===== src/rtl/vga_sync_gen_if.sv =====
// Timing bundle from the VGA sync generator to the text/font pixel stage.
// There is no handshake: the consumer samples every clk and may use p_tick
// as its enable. master = generator side, slave = consumer side.
interface vga_sync_gen_if;
    logic       p_tick;
    logic [9:0] pixel_x;
    logic [9:0] pixel_y;
    logic       video_on;
    logic       hsync;
    logic       vsync;
    logic       line_start;
    logic       frame_start;

    modport master (
        output p_tick, pixel_x, pixel_y, video_on,
        output hsync, vsync, line_start, frame_start
    );

    modport slave (
        input p_tick, pixel_x, pixel_y, video_on,
        input hsync, vsync, line_start, frame_start
    );
endinterface


===== src/rtl/vga_sync_gen.sv =====
// VGA timing generator: divides clk into a pixel tick, runs the horizontal
// and vertical scan counters and produces registered sync/blanking flags
// that line up with pixel_x/pixel_y in the same cycle.
// Reset parks the counters on the last blanking pixel of a frame, so the
// first pixel tick after release wraps cleanly to (0,0) with frame_start.
module vga_sync_gen #(
    parameter int CLK_DIV   = 2,    // system clocks per pixel, 1..16
    parameter int H_DISPLAY = 640,
    parameter int H_FP      = 16,
    parameter int H_SYNC    = 96,
    parameter int H_BP      = 48,
    parameter int V_DISPLAY = 480,
    parameter int V_FP      = 10,
    parameter int V_SYNC    = 2,
    parameter int V_BP      = 33
) (
    input  logic           clk,
    input  logic           rst_n,
    vga_sync_gen_if.master vga
);

    localparam int H_TOTAL = H_DISPLAY + H_FP + H_SYNC + H_BP;
    localparam int V_TOTAL = V_DISPLAY + V_FP + V_SYNC + V_BP;
    localparam int DIV_W   = (CLK_DIV > 1) ? $clog2(CLK_DIV) : 1;

    localparam logic [DIV_W-1:0] DIV_LAST = DIV_W'(CLK_DIV - 1);
    localparam logic [9:0] H_LAST   = 10'(H_TOTAL - 1);
    localparam logic [9:0] V_LAST   = 10'(V_TOTAL - 1);
    localparam logic [9:0] H_VIS    = 10'(H_DISPLAY);
    localparam logic [9:0] V_VIS    = 10'(V_DISPLAY);
    localparam logic [9:0] HS_FIRST = 10'(H_DISPLAY + H_FP);
    localparam logic [9:0] HS_LAST  = 10'(H_DISPLAY + H_FP + H_SYNC - 1);
    localparam logic [9:0] VS_FIRST = 10'(V_DISPLAY + V_FP);
    localparam logic [9:0] VS_LAST  = 10'(V_DISPLAY + V_FP + V_SYNC - 1);

    logic [DIV_W-1:0] div_q, div_d;
    logic             p_tick;
    logic [9:0]       h_q, h_d;
    logic [9:0]       v_q, v_d;
    logic             video_on_q, video_on_d;
    logic             hsync_q, hsync_d;
    logic             vsync_q, vsync_d;
    logic             line_start_q, line_start_d;
    logic             frame_start_q, frame_start_d;

    // Next-state counters, then every flag derived from those next-state
    // values so the flags register on the same edge as the coordinates.
    always_comb begin
        p_tick        = (div_q == DIV_LAST);
        div_d         = div_q + 1'b1;
        h_d           = h_q;
        v_d           = v_q;
        if (p_tick) begin
            div_d = '0;
            if (h_q == H_LAST) begin
                h_d = '0;
                // vertical step shares the edge of the horizontal wrap
                if (v_q == V_LAST) begin
                    v_d = '0;
                end else begin
                    v_d = v_q + 10'd1;
                end
            end else begin
                h_d = h_q + 10'd1;
            end
        end
        video_on_d    = (h_d < H_VIS) && (v_d < V_VIS);
        hsync_d       = !((h_d >= HS_FIRST) && (h_d <= HS_LAST));
        vsync_d       = !((v_d >= VS_FIRST) && (v_d <= VS_LAST));
        // only a tick edge can move h to 0, so these last exactly one clk
        line_start_d  = p_tick && (h_d == 10'd0);
        frame_start_d = line_start_d && (v_d == 10'd0);
    end

    // Divider, scan counters and registered flags.
    always_ff @(posedge clk or negedge rst_n) begin
        if (!rst_n) begin
            div_q         <= '0;
            h_q           <= H_LAST;
            v_q           <= V_LAST;
            video_on_q    <= 1'b0;
            hsync_q       <= 1'b1;
            vsync_q       <= 1'b1;
            line_start_q  <= 1'b0;
            frame_start_q <= 1'b0;
        end else begin
            div_q         <= div_d;
            h_q           <= h_d;
            v_q           <= v_d;
            video_on_q    <= video_on_d;
            hsync_q       <= hsync_d;
            vsync_q       <= vsync_d;
            line_start_q  <= line_start_d;
            frame_start_q <= frame_start_d;
        end
    end

    assign vga.p_tick      = p_tick;
    assign vga.pixel_x     = h_q;
    assign vga.pixel_y     = v_q;
    assign vga.video_on    = video_on_q;
    assign vga.hsync       = hsync_q;
    assign vga.vsync       = vsync_q;
    assign vga.line_start  = line_start_q;
    assign vga.frame_start = frame_start_q;

endmodule


===== src/flat_wrapper.sv =====
// flat-port wrapper written by rule: the top's interface ports become plain ports
module vga_sync_gen_flat 
#(
    parameter int CLK_DIV   = 2,                                     
    parameter int H_DISPLAY = 640,
    parameter int H_FP      = 16,
    parameter int H_SYNC    = 96,
    parameter int H_BP      = 48,
    parameter int V_DISPLAY = 480,
    parameter int V_FP      = 10,
    parameter int V_SYNC    = 2,
    parameter int V_BP      = 33
)
  (clk, rst_n, vga_p_tick, vga_pixel_x, vga_pixel_y, vga_video_on, vga_hsync, vga_vsync, vga_line_start, vga_frame_start);
  vga_sync_gen_if vga_i ();
  input  logic clk;
  input  logic rst_n;
  output wire logic [$bits(vga_i.p_tick)-1:0] vga_p_tick;
  output wire logic [$bits(vga_i.pixel_x)-1:0] vga_pixel_x;
  output wire logic [$bits(vga_i.pixel_y)-1:0] vga_pixel_y;
  output wire logic [$bits(vga_i.video_on)-1:0] vga_video_on;
  output wire logic [$bits(vga_i.hsync)-1:0] vga_hsync;
  output wire logic [$bits(vga_i.vsync)-1:0] vga_vsync;
  output wire logic [$bits(vga_i.line_start)-1:0] vga_line_start;
  output wire logic [$bits(vga_i.frame_start)-1:0] vga_frame_start;
  assign vga_p_tick = vga_i.p_tick;
  assign vga_pixel_x = vga_i.pixel_x;
  assign vga_pixel_y = vga_i.pixel_y;
  assign vga_video_on = vga_i.video_on;
  assign vga_hsync = vga_i.hsync;
  assign vga_vsync = vga_i.vsync;
  assign vga_line_start = vga_i.line_start;
  assign vga_frame_start = vga_i.frame_start;
  vga_sync_gen #(.CLK_DIV(CLK_DIV), .H_DISPLAY(H_DISPLAY), .H_FP(H_FP), .H_SYNC(H_SYNC), .H_BP(H_BP), .V_DISPLAY(V_DISPLAY), .V_FP(V_FP), .V_SYNC(V_SYNC), .V_BP(V_BP)) u_core (.clk(clk), .rst_n(rst_n), .vga(vga_i));
endmodule

===== config.mk =====
export PLATFORM = sky130hd
export DESIGN_NAME = vga_sync_gen_flat
export DESIGN_NICKNAME = d
export VERILOG_FILES = /design/src/rtl/vga_sync_gen_if.sv /design/src/rtl/vga_sync_gen.sv /design/src/flat_wrapper.sv
export SDC_FILE = /design/constraint.sdc
export NUM_CORES = 1
export LEC_CHECK = 0
export ABC_AREA = 1
export CAP_MARGIN = 20
export CORE_MARGIN = 5
export CORE_UTILIZATION = 30
export CTS_CLUSTER_SIZE = 12
export DETAILED_ROUTE_END_ITERATION = 8
export PLACE_DENSITY = 0.47
export RECOVER_POWER = 25
export SKIP_LAST_GASP = 1
export SYNTH_ARGS = -nofsm -noshare
export SYNTH_HDL_FRONTEND = slang
export SYNTH_SLANG_ARGS = --single-unit

===== constraint.sdc =====
create_clock -name clk -period 2.3 [get_ports clk]
set_input_delay 0.46 -clock clk [delete_from_list [all_inputs] [get_ports clk]]
set_output_delay 0.46 -clock clk [all_outputs]
set_load 0.01 [all_outputs]

==> results.cfg, run 1 <==
[die]
initial_core_util_pct = 30.5
core_mm2 = 0.00544
rows = 27
die_h_um = 84.4
die_x_um = 84.4
die_area_mm2 = 0.00712
ios = 28

[worst_setup_path]
r2r-start = u_core.vga.pixel_x[0]$_DFF_PN1_
slowest_delay_ns = 0.70
crit_chain = clkdlybuf4s50_1
startpoint = u_core.vga.p_tick$_DFF_PN0_
startpoint_type = flip-flop
worst_ep_arrival_time_ns = 1.62
r2r_setup_slack_ns = 0.23
path_class = reg2out
setup.worst_path.end_class = output pin
cp_data_required_time_ns = 1.84
worstPathMaxFanout = 16
slowest_stage = dfrtp_1
path_buf_inv = 1
cpLargestDelayFamily = flip-flops

[global_route]
antenna_found_initial = 0
grt_first_pass_wirelength_mm = 7.16
grt_max_degree = 27
globalRoute.totalOverflow = 0
track_usage_pct = 12.2
grt_pass1_vias = 1504

[yosys]
synth_area_per_cell_um2 = 7.16
synth_edf_count = 0
yosysSeqAreaShare_pct = 40.1
synthCells = 232
ys_warn_count = 0
yosysTopAreaCellShare_pct = 21.1
synthTopCellsByCount = nand2_1, inv_1, nand3_1
synth.area.top_cells = dfrtp_1, dfstp_2, nand2_1, inv_1, nand3_1
synth_ff_type = dfrtp_1
yosys.cell_types.count = 25
synth.most_common_cell = nand2_1
ys_ff_latch = 26
synth_area_leader_cell = dfrtp_1
synth_nets = 237
syn_area_mm2 = 0.00166
async_reset_ff_share_pct = 100

[pwr]
peakVddDrop_v = 0.000173
leakagePower_uw = 0.00108
pwr_density_cell_mw_per_mm2 = 406

[clocking]
clk_latency_ns = 0.27
path_clk_slew_ns = 0.10
cts_tree = done
cts_buffer_depth = 2
cts.sinks = 26
cts_root_buf = clkbuf_8
cts-hold-fix-buffers = 0
h-tree-depth = 1
cts_buffers = 3

[sta]
worst_slew_pin_slew_ns = 1.43
fin_crit_ns = 2.08
hold_viol_final = 0
slew_violations = 0
slew_headroom_pct = 5.00
hold_ws_ns = 0.550
fin_tns_setup_ns = 0
rsz0062_at_grt = no
fin_crit_sh_pct = 90.6
clock-skew-final_ns = 0.00403
finalSetupViolCount = 0
fmax_ghz = 0.480

[route]
routedWlPerCell_um = 12.4
routed_wl_mm = 4.18
antenna_left = 0
avgViaCountPerCell = 4.49
drt_pass1_iterations = 6
drt-initial-drc-count = 50
route.detailed.drc = 0
vias = 1512

[cells_and_area]
syn_to_final_growth_pct = 27.1
nNetsFinal = 271
antenna_cells = 0
drive_above_1_share_pct = 13.2

[worst_hold_path]
hold_path_class = reg2reg
hp-start = u_core.vga.pixel_x[2]$_DFF_PN1_

[job]
maxCapViolCount = 0

[placement]
portBuffers = 27
dp_hpwl_mm = 3.24
place_congestion = 0.801

[run_status]
outcome = finished, final reports clean
==> power breakdown <==
part	internal, uW	leakage [uW]	switching [uW]
sequential	458	0.000311	0
combinational	1.45	0.000732	8.91
clock	233	0.0000357	156
total	692	0.00108	165
==> path summary, 6_finish.rpt <==
kind                            depth (start not counted)                          endpoint
max in group asynchronous                               2   u_core.vga.pixel_y[5]$_DFF_PN0_
worst min-delay path                                    2   u_core.vga.pixel_x[2]$_DFF_PN1_
min in group asynchronous                               2   u_core.vga.pixel_x[5]$_DFF_PN0_
worst max register to register                         11  u_core.vga.frame_start$_DFF_PN0_
worst min register to register                          2   u_core.vga.pixel_x[2]$_DFF_PN1_
worst max-delay path                                    1                        vga_p_tick
==> timing repair <==
action                                  CTS  global route
resized for setup                         0             1
endpoints found under the setup margin    0             1
setup buffers                             0             2
==> placed cells by master, fill, tap and decap left out <==
| master | instances |
|---|---|
| nor3_1 | 5 |
| clkbuf_1 | 1 |
| dlygate4sd3_1 | 1 |
| inv_2 | 3 |
| clkbuf_8 | 3 |
| inv_4 | 1 |
| dfstp_2 | 12 |
| nand2_2 | 2 |
| nand3_4 | 1 |
| inv_1 | 43 |
| ha_1 | 3 |
| xor2_1 | 2 |
| nand4_1 | 11 |
| o21bai_1 | 2 |
| nand3b_1 | 1 |
| xnor2_1 | 1 |
| dfrtp_1 | 14 |
| clkdlybuf4s50_1 | 26 |
| nand3_1 | 26 |
| o21ai_0 | 4 |
| nor3b_1 | 1 |
| nor2_2 | 5 |
| nand2_1 | 62 |
| bufinv_16 | 1 |
| a31oi_1 | 1 |
| a21oi_1 | 1 |
| buf_4 | 3 |
| nor2_8 | 3 |
| nor2_1 | 25 |
| nand2_4 | 1 |
==> layer usage <==
layer	wire, um	track usage, %	part of all wire (%)	vias to the layer above
met3	204	2.26	4.9	6
met1	1920	15.5	46	683
met2	2020	21.4	48	31
met5	0	0	0	-
li1	-	-	-	792
met4	46	3.02	1.1	0
==> cell families after synthesis <==
group                      count (synthesis)  synth area share (%)
DFF                                       26                  40.1
AOI/OAI and AO/OA                          8                  2.79
xor gates and xnor gates                   3                  1.58
buffers and inverters                     49                  11.4
adders and majority gates                  3                  2.26
and+or+nand+nor                          143                  41.9
==> cell type report <==
cell class	instances	area, um^2
Clock buffer	3	41.3
Clock inverter	1	30.0
Fill cell	598	3330
Inverter	47	179
Multi-Input combinational cell	157	808
Sequential cell	26	666
Tap cell	72	90.1
Timing Repair Buffer	31	297
==> state kept, by name, summed over array words and instances (netlist names) <==
| register | count |
|---|---|
| u_core.vga.frame_start | 1 |
| u_core.vga.hsync | 1 |
| u_core.vga.line_start | 1 |
| u_core.vga.p_tick | 1 |
| u_core.vga.pixel_x | 10 |
| u_core.vga.pixel_y | 10 |
| u_core.vga.video_on | 1 |
| u_core.vga.vsync | 1 |
==> metrics by stage <==
stage,total power (uW),setup slack [ns],cells,util [%],instance area (um^2)
2_1_floorplan,466,0.432,232,-,1660
3_3_place_gp,479,0.178,331,37.2,2030
3_5_place_dp,479,0.170,331,37.2,2030
4_1_cts,882,0.132,335,38.6,2100
5_1_grt,893,0.0260,337,38.8,2110
6_report,857,0.215,337,38.8,2110
No activity file was read; power rests on OpenSTA's default activity.
==> run 2, diff against run 1 <==
- SLEW_MARGIN: not set -> 20
==> results of run 2 <==
The final DEF is identical to that of run 1; final timing and power are the same.
==> run 3, diff against run 2 <==
- CORE_ASPECT_RATIO: not set -> 1.25
==> results.cfg, run 3 (synthesis gave the netlist of run 1 again) <==
[run_status]
outcome = finished, final reports clean

[pwr]
pwr_density_cell_mw_per_mm2 = 413
leakagePower_uw = 0.00107
peakVddDrop_v = 0.000174

[cells_and_area]
mostFrequentLayoutCell = nand2_1
syn_to_final_growth_pct = 25.5
drive_above_1_share_pct = 12.2
nNetsFinal = 269
antenna_cells = 0
fin_cells = 327
layout_common_cells = nand2_1, inv_1, nand3_1, clkdlybuf4s50_1, nor2_1

[sta]
rsz0062_at_grt = no
layout_setup_ws_ns = 0.124
slew_headroom_pct = 2.55
slew_violations = 0
hold_ws_ns = 0.559
finalSetupViolCount = 0
clock-skew-final_ns = 0.00388
worst_slew_pin_slew_ns = 1.46
fin_tns_setup_ns = 0
fmax_ghz = 0.459
fin_crit_sh_pct = 94.6
hold_viol_final = 0
fin_crit_ns = 2.18

[die]
initial_core_util_pct = 30.7
core_mm2 = 0.00541
die_x_um = 76.5
ios = 28
die_h_um = 93.2
rows = 30
die_area_mm2 = 0.00713

[route]
drt-initial-drc-count = 69
route.detailed.drc = 0
routedWlPerCell_um = 13.2
avgViaCountPerCell = 4.67
routed_wl_mm = 4.33
vias = 1526
antenna_left = 0
drt_pass1_iterations = 4

[clocking]
cts_root_buf = clkbuf_8
path_clk_slew_ns = 0.10
cts_resized = 0
cts.sinks = 26
cts_buffer_depth = 2
cts-hold-fix-buffers = 0
postCtsSetupRepairBufs = 0
h-tree-depth = 1
clk_latency_ns = 0.28
cts_tree = done
cts_buffers = 3

[worst_hold_path]
min_to = u_core.vga.pixel_x[2]$_DFF_PN1_
hp-start = u_core.vga.pixel_x[2]$_DFF_PN1_
hold_path_class = reg2reg
whs_path_depth = 2

[global_route]
grt_first_pass_wirelength_mm = 7.56
globalRoute.totalOverflow = 0
grt_max_degree = 27
antenna_found_initial = 0
track_usage_pct = 13.2
grt_pass1_vias = 1548

[job]
maxCapViolCount = 0

[placement]
dp_cells = 323
place_congestion = 0.805
dpl_worst_slack_ns = 0.169
dp_hpwl_mm = 3.37
portBuffers = 27

[worst_setup_path]
setup.worst_path.end_class = flip-flop
worstPathMaxFanout = 9
r2r_setup_slack_ns = 0.12
worstRegToRegCells = 11
worst_ep_arrival_time_ns = 2.38
path_class = reg2reg
startpoint_type = flip-flop
cp_data_required_time_ns = 2.51
r2r-start = u_core.vga.pixel_x[0]$_DFF_PN1_
r2r_end = u_core.vga.frame_start$_DFF_PN0_
==> run 3: changes by cell type in the layout (fill, tap and decap cells not counted), sizes merged <==
cell  change
buf       -2
==> run 3: final cells by class <==
| cell class | instances | area (um^2) |
|---|---|---|
| clock inverters | 1 | 30.0 |
| well taps | 64 | 80.1 |
| inverters | 47 | 179 |
| repair buffers | 29 | 282 |
| fillers | 600 | 3320 |
| clock buffers | 3 | 41.3 |
| flip-flops and latches | 26 | 666 |
| multi-input cells | 157 | 806 |
==> run 3: power breakdown <==
part           internal, uW  switching (uW)
sequential              458               0
clock                   233             159
combinational          1.45            9.14
==> run 3: per-stage QoR <==
stage                     utilization (%)  instance area, um^2  total power [uW]
after floorplan                         -                 1660               466
after global placement               37.3                 2020               479
after detailed placement             37.3                 2020               479
after CTS                            38.6                 2090               882
after global routing                 38.5                 2080               898
final                                38.5                 2080               861
==> run 3: critical path, stage by stage, from the launching register on <==
cell and delay [ns]:
dfstp_2 0.61, ha_1 0.18, nand2_1 0.12, nor2_8 0.16, inv_4 0.06, nor2_8 0.17
nand3_1 0.20, nand3_1 0.16, nand2_1 0.06, nor2_1 0.14, nand3_1 0.11, nor2_1 0.12
==> run 3: how the worst max path moves through the flow <==
stage	cells past startpoint	slack, ns	startpoint	end
3_5_place_dp	11	0.17	u_core.vga.pixel_x[0]$_DFF_PN1_	u_core.vga.frame_start$_DFF_PN0_
2_1_floorplan	12	0.43	u_core.vga.pixel_x[0]$_DFF_PN1_	u_core.vga.video_on$_DFF_PN0_
4_1_cts	11	0.14	u_core.vga.pixel_x[0]$_DFF_PN1_	u_core.vga.frame_start$_DFF_PN0_
3_3_place_gp	11	0.16	u_core.vga.pixel_x[0]$_DFF_PN1_	u_core.vga.frame_start$_DFF_PN0_
5_1_grt	2	0.02	rst_n	u_core.vga.pixel_y[1]$_DFF_PN0_
6_report	11	0.12	u_core.vga.pixel_x[0]$_DFF_PN1_	u_core.vga.frame_start$_DFF_PN0_
==> run 3: routing by layer <==
metal / track usage [%] / routed length [um]
met1: 14.8 / 1800
met5: 0 / 0
met3: 2.41 / 191
met2: 24.1 / 2240
met4: 5.39 / 91
==> variant 1, RTL diff (flow settings as in run 3) <==
`CLK_DIV` is set to 2 in 2 places; all go to 1.
--- a/src/rtl/vga_sync_gen.sv
+++ b/src/rtl/vga_sync_gen.sv
@@ -6,3 +6,3 @@
 module vga_sync_gen #(
-    parameter int CLK_DIV   = 2,    // system clocks per pixel, 1..16
+    parameter int CLK_DIV   = 1,    // system clocks per pixel, 1..16
     parameter int H_DISPLAY = 640,
--- a/src/flat_wrapper.sv
+++ b/src/flat_wrapper.sv
@@ -3,3 +3,3 @@
 #(
-    parameter int CLK_DIV   = 2,                                     
+    parameter int CLK_DIV   = 1,                                     
     parameter int H_DISPLAY = 640,
Formal check against the unedited RTL: not equivalent (a bounded check fails within 4 cycles, from zero or initial values and one cycle with rst_n low).
==> variant 1 against run 3 <==
Wire length shrank 5.1%. Sequential cell count shrank 1. Setup slack better by 91 ps. Final area is 6.1% lower. Sequential power shrank 4%. Power shrank 17%. Clock power shrank 32%. Area after synthesis is 4.5% lower.
==> variant 1: results <==
group,metric,value,unit
run_status,outcome,"completed",
cts,clock-root-buffer,"sky130_fd_sc_hd__clkbuf_8",
finish,synthToLayoutAreaGrowth,23.4,%
power_and_ir_drop,vdd_drop_max,0.151,mV
setup_path,worst-r2r-cell-count,11,
setup_path,arrival,2290,ps
yosys,share_of_the_synthesized_area_in_compound_gates_ao_oa_aoi_oai,4.74,%
power_and_ir_drop,total_leakage_power,0.983,nW
finish,fillers,560,
setup_path,path_max_fanout,15,
placed_design,finalWeightedCongestion,0.826,
global_routing,grt_util_met3,1.66,%
setup_path,cpPeakStageDelay,560,ps
cts,clock_tree.buffer_depth,2,
global_routing,global_route_wire_length_before_repair,7130,µm
hold_path,whs_path_depth,1,
drt,vias_per_cell,4.63,
placed_design,dp_hpwl,3220,µm
finish,numnets_final,269,
global_routing,groute.usage.overall,13.3,%
yosys,synth_common_cells,"sky130_fd_sc_hd__nand2_1 (72), sky130_fd_sc_hd__inv_1 (42), sky130_fd_sc_hd__nor2_1 (32), sky130_fd_sc_hd__nand3_1 (20), sky130_fd_sc_hd__dfrtp_1 (13)",
timing,worst_clock_skew_on_the_final_layout,4.97,ps
finish,finish.cell_count_without_fillers,324,
cts,numCtsBuffers,3,
placed_design,post_dp_cell_area,1910,µm²
yosys,synth-adder-area-share,3.16,%
global_routing,globalRouteMet2Util,22.5,%
yosys,synth.yosys.warnings,0,
global_routing,grt_pass1_vias,1529,
timing,timing.slew.headroom,10.2,%
yosys,synth_cell_type_count,25,
finish,drive_above_1_share,9.16,%
hold_path,tightest_hold_check_type,"flop to flop",
drt,detail_route.iter0.violations,78,
yosys,seq_area_frac_synth,40.4,%
cts,cts-htree-levels,1,
yosys,synth-xor-area-share,0.552,%
global_routing,groute.layer.met1.usage,17.0,%
yosys,yosys-top-cells-area,"sky130_fd_sc_hd__dfrtp_1 (21%), sky130_fd_sc_hd__dfstp_2 (20%), sky130_fd_sc_hd__nand2_1 (17%)",
placed_design,port_buffers,26,
drt,route.final.wire_length,4110,µm
yosys,postSynthCellCount,233,
global_routing,pin_count_of_the_biggest_net_entering_global_routing,26,
placed_design,dp_slack,156,ps
yosys,syn_nets,239,
==> variant 1: metal layers <==
layer / routed length [µm] / part of all wire [%]
met3: 177 / 4.3
met5: 0 / 0
met1: 1770 / 43
met4: 75 / 1.8
met2: 2080 / 51
==> variant 1: timing repair <==
action / in CTS / in global routing
resized for setup: 0 / 1
setup endpoints to repair: 0 / 1
hold endpoints to repair: 0 / 0
==> variant 1: area by class of cell <==
type | count | share of cell area (%)
multi-input combinational | 162 | 38.8
sequential | 25 | 32.8
timing repair buffer | 28 | 13.9
inverter | 43 | 8.25
tap | 62 | 3.97
clock buffer | 4 | 2.30
==> variant 1: kinds of logic after synthesis <==
kind of cell,count (synthesis)
AO/OA/AOI/OAI,14
XOR/XNOR,1
buffers and inverters,46
other,1
adder cells (fa/ha/maj),4
AND/OR/NAND/NOR,142
flip-flops,25
==> variant 1: final timing paths <==
check / start / to / slack [ps]
worst max-delay path: u_core.vga.pixel_x[0]$_DFF_PN1_ / u_core.vga.frame_start$_DFF_PN0_ / 210
worst min-delay path: u_core.vga.pixel_x[2]$_DFF_PN1_ / u_core.vga.pixel_x[2]$_DFF_PN1_ / 550
worst max register to register: u_core.vga.pixel_x[0]$_DFF_PN1_ / u_core.vga.frame_start$_DFF_PN0_ / 210
worst min register to register: u_core.vga.pixel_x[2]$_DFF_PN1_ / u_core.vga.pixel_x[2]$_DFF_PN1_ / 550
max in group asynchronous: rst_n / u_core.vga.pixel_y[5]$_DFF_PN0_ / 490
min in group asynchronous: rst_n / u_core.vga.pixel_y[0]$_DFF_PN0_ / 1010
==> variant 1: power breakdown <==
group	internal [mW]	switching, mW
Clock	0.124	0.141
Sequential	0.440	0
Combinational	0.00145	0.00920
Total	0.566	0.150
==> variant 2, RTL diff (settings of run 3) <==
Made on the original files. Reset style: synchronous (`rst_n`), changed in one clocked block.
--- a/src/rtl/vga_sync_gen.sv
+++ b/src/rtl/vga_sync_gen.sv
@@ -75,3 +75,3 @@
     // Divider, scan counters and registered flags.
-    always_ff @(posedge clk or negedge rst_n) begin
+    always_ff @(posedge clk) begin
         if (!rst_n) begin
Behaviour: differs if rst_n is asserted again (counterexample within 4 cycles, from zero or initial values and one cycle with rst_n low); with rst_n held inactive, the same outputs for 10 cycles.
==> variant 2 against run 3 <==
Wire length down 17%. Area after synthesis down 10%. Critical path depth up 1. Final area down 9.5%. Setup slack better by 250 ps. Maximum frequency up 13%. Sequential cell count unchanged. Highest routed layer unchanged.
Power is not compared: it rests on default switching activity, and its combinational part moved more than twofold at a synthesized area within 25%.
==> variant 2: results <==
group,metric,value,unit
finish,finalInstanceArea,1890,µm²
timing,worst_clock_skew_on_the_final_layout,3.04,ps
setup_path,arrival,2150,ps
finish,synthToLayoutAreaGrowth,26.7,%
finish,area.share.sequential,27.6,%
finish,layout.buffer.nonclock.area_share,15.7,%
setup_path,crit_path_end,"u_core.vga.frame_start$_SDFF_PN0_",
finish,fraction_of_area_in_multi_input_gates,43.1,%
timing,timing.final.crit_period,1930,ps
global_routing,global_route_wire_length_before_repair,6110,µm
drt,wl_per_cell,11.3,µm
hold_path,hold_start,"u_core.vga.p_tick$_SDFF_PP0_",
timing,worstMarginPinSlew,471,ps
finish,drive_above_1_share,8.98,%
yosys,yosys-top-cells-area,"sky130_fd_sc_hd__dfxtp_1 (35%), sky130_fd_sc_hd__nand2_1 (19%), sky130_fd_sc_hd__nor2_1 (8.8%)",
placed_design,post_dp_cell_area,1820,µm²
global_routing,grt_util_met3,1.93,%
placed_design,finalWeightedCongestion,0.849,
hold_path,timing.hold.worst_endpoint,"u_core.vga.p_tick$_SDFF_PP0_",
global_routing,globalRouteMet2Util,22.0,%
finish,inv_count,29,
global_routing,groute.layer.met1.usage,13.6,%
drt,vias_per_cell,4.41,
yosys,seq_area_frac_synth,35.0,%
yosys,ys_async_rst_share,0,%
drt,detailroute.via_count,1393,
placed_design,dp_slack,385,ps
drt,routedLengthMet1,1620,µm
finish,numnets_final,262,
drt,met2_wirelength,1760,µm
yosys,postSynthCellCount,226,
placed_design,dp.cells,312,
setup_path,worst-r2r-setup-slack,370,ps
global_routing,groute.usage.overall,12.0,%
finish,fillers,538,
setup_path,path_max_fanout,12,
setup_path,timing.critical_path.slowest_stage_cell,"sky130_fd_sc_hd__dfxtp_1",
drt,detail_route.iter0.violations,55,
finish,final.signal_buffer_count,31,
run_status,outcome,"completed",
hold_path,whs_path_depth,1,
[variant 2: changes by cell type in the layout (fill, tap and decap cells not counted), moves of 5 or more]
cell	before	now
sky130_fd_sc_hd__dfrtp_1	14	0
sky130_fd_sc_hd__nand3_2	0	5
sky130_fd_sc_hd__nand2_1	63	78
sky130_fd_sc_hd__nor2_1	25	35
sky130_fd_sc_hd__dfstp_2	12	0
sky130_fd_sc_hd__dfxtp_1	0	26
sky130_fd_sc_hd__nand3_1	26	12
sky130_fd_sc_hd__nand4_1	11	6
sky130_fd_sc_hd__inv_1	43	28
[variant 2: cell families (layout without fill, tap and decap cells)]
group,after synthesis,after routing,synth area share [%]
fa+ha+maj,3,3,2.52
flops,26,26,35.0
xor+xnor,5,5,2.94
simple gates,152,152,47.0
compound gates,6,6,2.36
buf+inv,34,64,10.2
